==> src/rtl/print_pkg.sv <==
// Shared types and constants for the print sequencer: FSM state encoding,
// default MMIO print addresses and the print-event decode.
package print_pkg;

  typedef enum logic {
    IDLE = 1'b0,
    HOLD = 1'b1
  } seq_state_e;

  localparam logic [31:0] DEFAULT_PRINT_ADR_1 = 32'h8000_0064;
  localparam logic [31:0] DEFAULT_PRINT_ADR_2 = 32'h0000_0000;

  function automatic logic is_print_event(input logic        wen,
                                          input logic [31:0] adr,
                                          input logic [31:0] adr_1,
                                          input logic [31:0] adr_2);
    return wen && ((adr == adr_1) || (adr == adr_2));
  endfunction

endpackage

==> src/rtl/print_fifo.sv <==
// Power-of-two circular FIFO holding queued print values. Pop takes priority
// for room, so a push into a full FIFO succeeds when a pop shares the edge.
module print_fifo #(
  parameter int DEPTH = 4,
  parameter int WIDTH = 32
) (
  input  logic                       clk,
  input  logic                       rst,
  input  logic                       push,
  input  logic                       pop,
  input  logic [WIDTH-1:0]           wr_data,
  output logic [WIDTH-1:0]           rd_data,
  output logic [$clog2(DEPTH):0]     count,
  output logic                       full,
  output logic                       empty
);

  localparam int AW = $clog2(DEPTH);
  localparam int CW = AW + 1;

  logic [WIDTH-1:0] mem_q [DEPTH];
  logic [AW-1:0]    wr_ptr_q, wr_ptr_d;
  logic [AW-1:0]    rd_ptr_q, rd_ptr_d;
  logic [CW-1:0]    count_q, count_d;
  logic             pop_ok, push_ok;

  assign empty   = (count_q == '0);
  assign full    = (count_q == CW'(DEPTH));
  assign pop_ok  = pop && !empty;
  assign push_ok = push && (!full || pop_ok);

  // NOTE: every combinational output gets a default before any branch so no latch is inferred.
  always_comb begin
    wr_ptr_d = wr_ptr_q;
    rd_ptr_d = rd_ptr_q;
    count_d  = count_q;
    if (push_ok) wr_ptr_d = wr_ptr_q + AW'(1);
    if (pop_ok)  rd_ptr_d = rd_ptr_q + AW'(1);
    case ({push_ok, pop_ok})
      2'b10:   count_d = count_q + CW'(1);
      2'b01:   count_d = count_q - CW'(1);
      default: count_d = count_q;
    endcase
  end

  // NOTE: sequential state uses non-blocking assignments so all flops update together.
  always_ff @(posedge clk or posedge rst) begin
    if (rst) begin
      wr_ptr_q <= '0;
      rd_ptr_q <= '0;
      count_q  <= '0;
    end else begin
      wr_ptr_q <= wr_ptr_d;
      rd_ptr_q <= rd_ptr_d;
      count_q  <= count_d;
    end
  end

  // NOTE: storage is deliberately not reset; pointers and count alone define which entries are valid.
  always_ff @(posedge clk) begin
    if (push_ok) mem_q[wr_ptr_q] <= wr_data;
  end

  assign rd_data = mem_q[rd_ptr_q];
  assign count   = count_q;

endmodule

==> src/rtl/print_sequencer.sv <==
// Captures CPU stores to the print addresses into a FIFO and shows each value
// on the display for HOLD_CYCLES cycles; skip cuts the current hold short.
module print_sequencer
  import print_pkg::*;
#(
  parameter int          DEPTH       = 4,
  parameter int          HOLD_CYCLES = 50_000_000,
  parameter logic [31:0] PRINT_ADR_1 = DEFAULT_PRINT_ADR_1,
  parameter logic [31:0] PRINT_ADR_2 = DEFAULT_PRINT_ADR_2
) (
  input  logic        clk,
  input  logic        rst,
  input  logic [31:0] MemoryAdr,
  input  logic [31:0] MemoryData,
  input  logic        wen,
  input  logic        skip,
  output logic [31:0] display_value,
  output logic        display_valid,
  output logic        fifo_full,
  output logic [7:0]  drop_count
);

  localparam int              HW     = $clog2(HOLD_CYCLES) + 1;
  localparam int              CW     = $clog2(DEPTH) + 1;
  localparam logic [HW-1:0]   RELOAD = HW'(HOLD_CYCLES - 1);

  seq_state_e    state_q, state_d;
  logic [HW-1:0] hold_cnt_q, hold_cnt_d;
  logic [31:0]   disp_q, disp_d;
  logic          valid_q, valid_d;
  logic [7:0]    drop_q, drop_d;

  logic          print_event;
  logic          push, pop;
  logic [31:0]   fifo_rd_data;
  logic [CW-1:0] fifo_count;
  logic          fifo_full_w, fifo_empty;

  assign print_event = is_print_event(wen, MemoryAdr, PRINT_ADR_1, PRINT_ADR_2);

  print_fifo #(
    .DEPTH (DEPTH),
    .WIDTH (32)
  ) u_fifo (
    .clk     (clk),
    .rst     (rst),
    .push    (push),
    .pop     (pop),
    .wr_data (MemoryData),
    .rd_data (fifo_rd_data),
    .count   (fifo_count),
    .full    (fifo_full_w),
    .empty   (fifo_empty)
  );

  always_comb begin
    state_d    = state_q;
    hold_cnt_d = hold_cnt_q;
    disp_d     = disp_q;
    valid_d    = valid_q;
    drop_d     = drop_q;
    pop        = 1'b0;

    unique case (state_q)
      IDLE: begin
        if (!fifo_empty) begin
          pop        = 1'b1;
          disp_d     = fifo_rd_data;
          valid_d    = 1'b1;
          hold_cnt_d = RELOAD;
          state_d    = HOLD;
        end
      end
      HOLD: begin
        if ((hold_cnt_q != '0) && !skip) begin
          hold_cnt_d = hold_cnt_q - HW'(1);
        end else if (!fifo_empty) begin
          pop        = 1'b1;
          disp_d     = fifo_rd_data;
          hold_cnt_d = RELOAD;
        end else begin
          state_d = IDLE;
        end
      end
    endcase

    // A pop on this edge frees the slot the incoming print needs.
    push = print_event && (!fifo_full_w || pop);
    if (print_event && !push && (drop_q != 8'hFF)) drop_d = drop_q + 8'd1;
  end

  always_ff @(posedge clk or posedge rst) begin
    if (rst) begin
      state_q    <= IDLE;
      hold_cnt_q <= '0;
      disp_q     <= '0;
      valid_q    <= 1'b0;
      drop_q     <= '0;
    end else begin
      state_q    <= state_d;
      hold_cnt_q <= hold_cnt_d;
      disp_q     <= disp_d;
      valid_q    <= valid_d;
      drop_q     <= drop_d;
    end
  end

  assign display_value = disp_q;
  assign display_valid = valid_q;
  assign fifo_full     = (fifo_count == CW'(DEPTH));
  assign drop_count    = drop_q;

endmodule

==> config.mk <==
export PLATFORM = sky130hd
export DESIGN_NAME = print_sequencer
export DESIGN_NICKNAME = d
export VERILOG_FILES = /design/src/rtl/print_pkg.sv /design/src/rtl/print_fifo.sv /design/src/rtl/print_sequencer.sv
export SDC_FILE = /design/constraint.sdc
export NUM_CORES = 1
export LEC_CHECK = 0
export ABC_AREA = 1
export CAP_MARGIN = 10
export CORE_UTILIZATION = 57
export DETAILED_ROUTE_END_ITERATION = 8
export DONT_BUFFER_PORTS = 1
export PLACE_DENSITY = 0.76
export SLEW_MARGIN = 20
export SYNTH_ARGS = -nofsm -noshare
export SYNTH_HDL_FRONTEND = slang
export SYNTH_HIERARCHICAL = 1
export SYNTH_SLANG_ARGS = --single-unit
==> constraint.sdc <==
create_clock -name clk -period 3.3 [get_ports clk]
set_input_delay 0.33 -clock clk [delete_from_list [all_inputs] [get_ports clk]]
set_output_delay 0.33 -clock clk [all_outputs]
set_load 0.02 [all_outputs]
# [Word-level counts from Yosys, hierarchy flattened]
# Memories as Yosys holds them, arrays and structs flattened.
# Cells that the tools add are included.
[totals] ff_bits=76 ram_bits=128 input_bits=68 elab_cells=56 n_memories=1
[mem_list] name="u_fifo.mem_q" depth=4 width=32 rd=1 rd_ports_with_merged_regs=0 wr=1 line="print_fifo.sv:21" text="logic [WIDTH-1:0] mem_q [DEPTH];"
[classes] n_addsub=6 eq_ne=6 n_mux=14 bitwise=2 reduce_logical=19
[op_table] cell="$mux W32" count=2
[op_table] cell="$pmux W32 S2" count=1
[op_table] cell="$mux W27" count=2
[op_table] cell="$pmux W27 S2" count=1
[op_table] cell="$eq A32 B32 Y1 const B" count=1
[op_table] cell="$logic_not A32 Y1" count=1
[op_table] cell="$reduce_bool A27 Y1" count=1
[op_table] cell="$sub A27 B1 Y27 const B" count=1
[op_table] cell="$add A8 B1 Y8 const B" count=1
[op_table] cell="$ne A8 B8 Y1 const B" count=1
[op_table] cell="$logic_and A1 B1 Y1" count=7
[op_table] cell="$pmux W3 S2" count=1
[op_table] cell="$mux W1" count=5
[op_table] cell="$add A2 B1 Y2 const B" count=2
[op_table] cell="$logic_not A1 Y1" count=4
[op_table] cell="$pmux W1 S2" count=2
[op_table] cell="$add A3 B1 Y3 const B" count=1
[op_table] cell="$eq A3 B3 Y1 const B" count=1
[op_table] cell="$logic_not A3 Y1" count=1
[op_table] cell="$logic_or A1 B1 Y1" count=3
[op_table] cell="$sub A3 B1 Y3 const B" count=1
[op_table] cell="$eq A2 B1 Y1 const B" count=1
[op_table] cell="$eq A2 B2 Y1 const B" count=1
[op_table] cell="$ne A2 B2 Y1 const B" count=1
[op_table] cell="other kinds (3)" count=4

# [Depth between registers and ports, before layout]
[depth] ltp_word=9 mapped_depth=18 depth_no_buf=17

# [Hierarchy]
# The synthesis kept the hierarchy.
[by_module_without_submodules] module="print_fifo" instances=1 cells_per_inst=366 area_each_um2=5188.7 seq_area_each_um2=4018.9
[by_module_without_submodules] module="print_sequencer" instances=1 cells_per_inst=583 area_each_um2=4086.4 seq_area_each_um2=1726.7

# [Least setup slack after synthesis]
# Ideal clock, no wire load.
[synth_timing] path_type="reg-to-reg" start="register hold_cnt_q[0]" end="memory u_fifo.mem_q[0][0] (enable)" arrival_time_ns=3.093 setup_slack_ns=-0.214 stages_incl_launch_ff=13 path_buffers=0 path_cell_list="dfrtp_1 -> inv_1 -> ha_1 -> inv_1 -> nor2_1 -> nand3_1 -> nor2_2 -> nand3_4 -> nand3_4 -> a21oi_4 -> nor3_1 -> o21ai_4 -> nor2_1"
[synth_between] elab_chain_len=9
[synth_rtl] item="from (decl)" line="print_sequencer.sv:28" text="logic [HW-1:0] hold_cnt_q, hold_cnt_d;"
[synth_rtl] item="from (signal assigned)" line="print_sequencer.sv:101" text="hold_cnt_q <= hold_cnt_d;"
[synth_rtl] item="$reduce_bool A27 Y1" line="print_sequencer.sv:75" text="if ((hold_cnt_q != '0) && !skip) begin"
[synth_rtl] item="$logic_and A1 B1 Y1" line="print_sequencer.sv:75"
[synth_rtl] item="$mux W1" line="print_sequencer.sv:75"
[synth_rtl] item="$pmux W1 S2" line="print_sequencer.sv:64" text="unique case (state_q)"
[synth_rtl] item="$logic_or A1 B1 Y1" line="print_sequencer.sv:88" text="push = print_event && (!fifo_full_w || pop);"
[synth_rtl] item="$logic_and A1 B1 Y1" line="print_sequencer.sv:88"
[synth_rtl] item="net push" line="print_sequencer.sv:34" text="logic push, pop;"
[synth_rtl] item="$logic_and A1 B1 Y1" line="print_fifo.sv:30" text="assign push_ok = push && (!full || pop_ok);"
[synth_rtl] item="$mux W1" line="print_fifo.sv:61" text="if (push_ok) mem_q[wr_ptr_q] <= wr_data;"
[synth_rtl] item="$mux W1 (implied by the code)" line="print_fifo.sv:61"
[synth_rtl] item="to (decl)" line="print_fifo.sv:21"
# The timed path passes the listed nets, and every way through them passes these cells.

# [Final worst setup path]
[layout_timing] start="register hold_cnt_q[0]" end="memory u_fifo.mem_q[1][17] (enable)"
# The elaborated chain is that of the path after synthesis.

==> results.cfg <==
[synth]
synth.yosys.warnings = 6
synthesis.nets = 1025
syn-cell-area_sq_um = 9280
ys_ff_latch = 204
avgSynthCellArea_sq_um = 9.77
synthDistinctLibCells = 37
yosysSeqAreaShare_pct = 61.9
synthCells = 949

[global_route]
track_usage_pct = 24.0
grtUsageMet2_pct = 41.7
grt_pass1_vias = 6444
top_usage_layer = met2
grt-ovfl-total = 0
grt_use_met1_pct = 30.3
antenna_found_initial = 0
grt_max_degree = 66
grt_pass1_wl_um = 31200
met3_usage_pct = 5.41

[sta]
setup_viol = 0
period_needed_ns = 3.03
fin_worst_skew_ns = 0.0291
fin_ws_ns = 0.268
worst_pin_slew_ns = 1.03
maxSlewHeadroom_pct = 31.4
post-route-period-util_pct = 91.9
fin_setup_tns_ns = 0
hold_viol_final = 0
rsz0062_at_grt = false
fmax_ghz = 0.330
slew_viol_final = 0

[final_layout]
utilization_pct = 66.0
fin_area_sq_um = 10500
num_antenna_cells = 0
multi_input_area_sq_um = 3120
fillers = 1223
final-seq-area_sq_um = 5750
drive_gt1_share_pct = 6.95
nNetsFinal = 1053
syn2layout_area_growth_pct = 13.1

[floorplan]
ioPinCount = 110
dieHeight_um = 130
initial_core_util_pct = 58.4
die_x_um = 130
core_area_sq_um = 15900
dieArea_sq_um = 16800
rows = 46

[setup_path]
r2r_slack_ns = 0.27
crit_fanout = 32
worstRegToRegCells = 12
r2r-start = hold_cnt_q[0]$_DFF_PP0_
crit_end = u_fifo/mem_q[1][17]$_DFFE_PP_
cp-startpoint = hold_cnt_q[0]$_DFF_PP0_
critPathKind = flip-flop to flip-flop
r2r_end = u_fifo/mem_q[1][17]$_DFFE_PP_
startpoint_type = flip-flop
cp_cell_sequence = inv_1 > ha_1 > inv_1 > nor2_1 > nand3_1 > nor2_2 > nand3_4 > nand3_4 > a21oi_4 > nor3_2 > o21ai_4 > nor2_4
cp_slowest_cell = nor2_4
cp-end-kind = flip-flop
critical_path_arrival_ns = 3.15
crit_required_ns = 3.42
critPathMaxStageDelay_ns = 0.80

[run_status]
outcome = completed

[power]
power.total_w = 0.00820
peakVddDrop_uv = 660
p_per_area_nw_per_um2 = 782
leakagePower_nw = 4.12

[clock_tree]
cts.htree.levels = 1
clk_path_buf_depth = 3
clkLatencyLatePin_ns = 0.52
cts_setup_buffers = 0
cts_root_buffer = clkbuf_16
cts_tree = done
numCtsBuffers = 22
cts.clk_slew.worst_paths_ns = 0.06
clock-sinks = 204

[route]
routed_wl_um = 19600
drtAntennaViolNets = 0
vias = 6726
drtIter0Drc = 384
dr.pass1.iters = 5
route.detailed.drc = 0
vias_per_cell = 5.56
wl_per_cell_um = 16.2

[placed_design]
pre_cts_slack_ns = 0.0559
place_congestion = 0.935
placed_cell_area_sq_um = 9410
io_buffer_count = 0
dp_hpwl_um = 12300

[run]
cap_viol_max_count = 0

[hold_path]
hold_path.class = primary input to flip-flop
[worst min path at each step]
stage,startpoint,endpoint,slack [ns],depth (start not counted)
after floorplan,rst,u_fifo/count[0]$_DFFE_PP0P_,0.13,1
after global placement,rst,u_fifo/count[1]$_DFFE_PP0P_,0.18,1
after detailed placement,rst,u_fifo/count[0]$_DFFE_PP0P_,0.19,1
after CTS,wen,drop_count[2]$_DFFE_PP0P_,0.10,4
after global routing,wen,drop_count[2]$_DFFE_PP0P_,0.12,4
final,wen,drop_count[2]$_DFFE_PP0P_,0.11,4
[cells in the mapped netlist]
master,n,share of area [%]
o22ai_1,32,2.2
o21ai_0,75,4.0
nor3b_1,1,0.081
buf_2,8,0.43
ha_1,7,0.94
buf_6,10,1.2
nand2_2,2,0.13
inv_1,46,1.9
nand3_4,2,0.38
edfxtp_1,128,41
clkbuf_1,12,0.49
clkinv_1,1,0.040
fa_1,1,0.22
a21oi_4,1,0.18
nor3_1,8,0.43
nor2_1,158,6.4
o21ai_1,23,1.2
buf_1,2,0.081
inv_2,5,0.20
xor2_1,13,1.2
nand4_1,12,0.81
and3_1,1,0.067
xnor2_1,12,1.1
nand2_1,247,10
o21ai_4,1,0.18
nand2_4,1,0.12
dfrtp_1,76,21
o21bai_1,1,0.081
a31oi_1,3,0.20
buf_4,6,0.49
a21oi_1,4,0.22
nand3_1,37,2.0
nand3b_1,2,0.16
o31ai_1,1,0.081
or2_1,1,0.067
nor2_4,2,0.24
nor2_2,7,0.47
[layout by cell type, fill, tap and decap left out, drive strengths merged, types with 12 or more instances in the layout]
cell | synthesis | routed
dfrtp | 76 | 76
nand3 | 39 | 39
nor2 | 167 | 167
o21ai | 99 | 99
xor2 | 13 | 13
nand2 | 250 | 250
inv | 51 | 51
dlygate4sd3 | 0 | 33
edfxtp | 128 | 128
xnor2 | 12 | 12
nand4 | 12 | 12
clkbuf | 12 | 30
o22ai | 32 | 32
[registers in the layout (all words and copies together) (netlist names)]
signal           count
u_fifo/rd_ptr_q      2
drop_count           8
hold_cnt_q          27
display_valid        1
u_fifo/count         3
u_fifo/mem_q       128
u_fifo/wr_ptr_q      2
display_value       32
state_q              1
[per-layer routing]
metal | vias to the layer above | share of wire (%)
met5 | - | 0
met4 | 0 | 2.1
met3 | 33 | 7.1
met2 | 240 | 49
met1 | 3207 | 42
li1 | 3246 | -
[report_power, final]
group	total, W	switching, W	internal, W
registers	0.00358	0.000532	0.00305
clock network	0.00246	0.000976	0.00148
logic	0.00216	0.00148	0.000679
[layout make-up]
type                            instances  area share, %
Sequential cell                       204           54.8
Multi-Input combinational cell        655           29.7
Timing Repair Buffer                   42           3.91
Tap cell                              216           2.58
Clock inverter                         10           1.18
Inverter                               52           1.87
Clock buffer                           30           5.92
[stage by stage]
step	hold WS, ns	std cells
floorplan	0.133	949
global placement	0.180	1136
detailed placement	0.185	1136
CTS	0.104	1209
global route	0.121	1209
finish	0.114	1209
[critical path: cells and delay by family (launching register included)]
| kind | cells | cell delay [ns] |
|---|---|---|
| AND/OR/NAND/NOR | 7 | 1.59 |
| flip-flops | 1 | 0.40 |
| AO/OA/AOI/OAI | 2 | 0.29 |
| buffers and inverters | 2 | 0.18 |
| adder cells (fa/ha/maj) | 1 | 0.16 |
[repair_timing]
action	in CTS	in global routing
resized for setup	0	1
setup endpoints to repair	0	128
hold buffers	33	0
endpoints found under the hold margin	166	0
[cell families (layout without fill, tap and decap cells)]
| group | Yosys count | count (layout) | synth area share (%) |
|---|---|---|---|
| flip-flops | 204 | 204 | 61.9 |
| AO/OA/AOI/OAI | 141 | 141 | 8.38 |
| adder cells (fa/ha/maj) | 8 | 8 | 1.16 |
| buffers and inverters | 90 | 134 | 4.80 |
| AND/OR/NAND/NOR | 481 | 481 | 21.4 |
| XOR/XNOR | 25 | 25 | 2.36 |
Power figures use the tool's default switching activity.
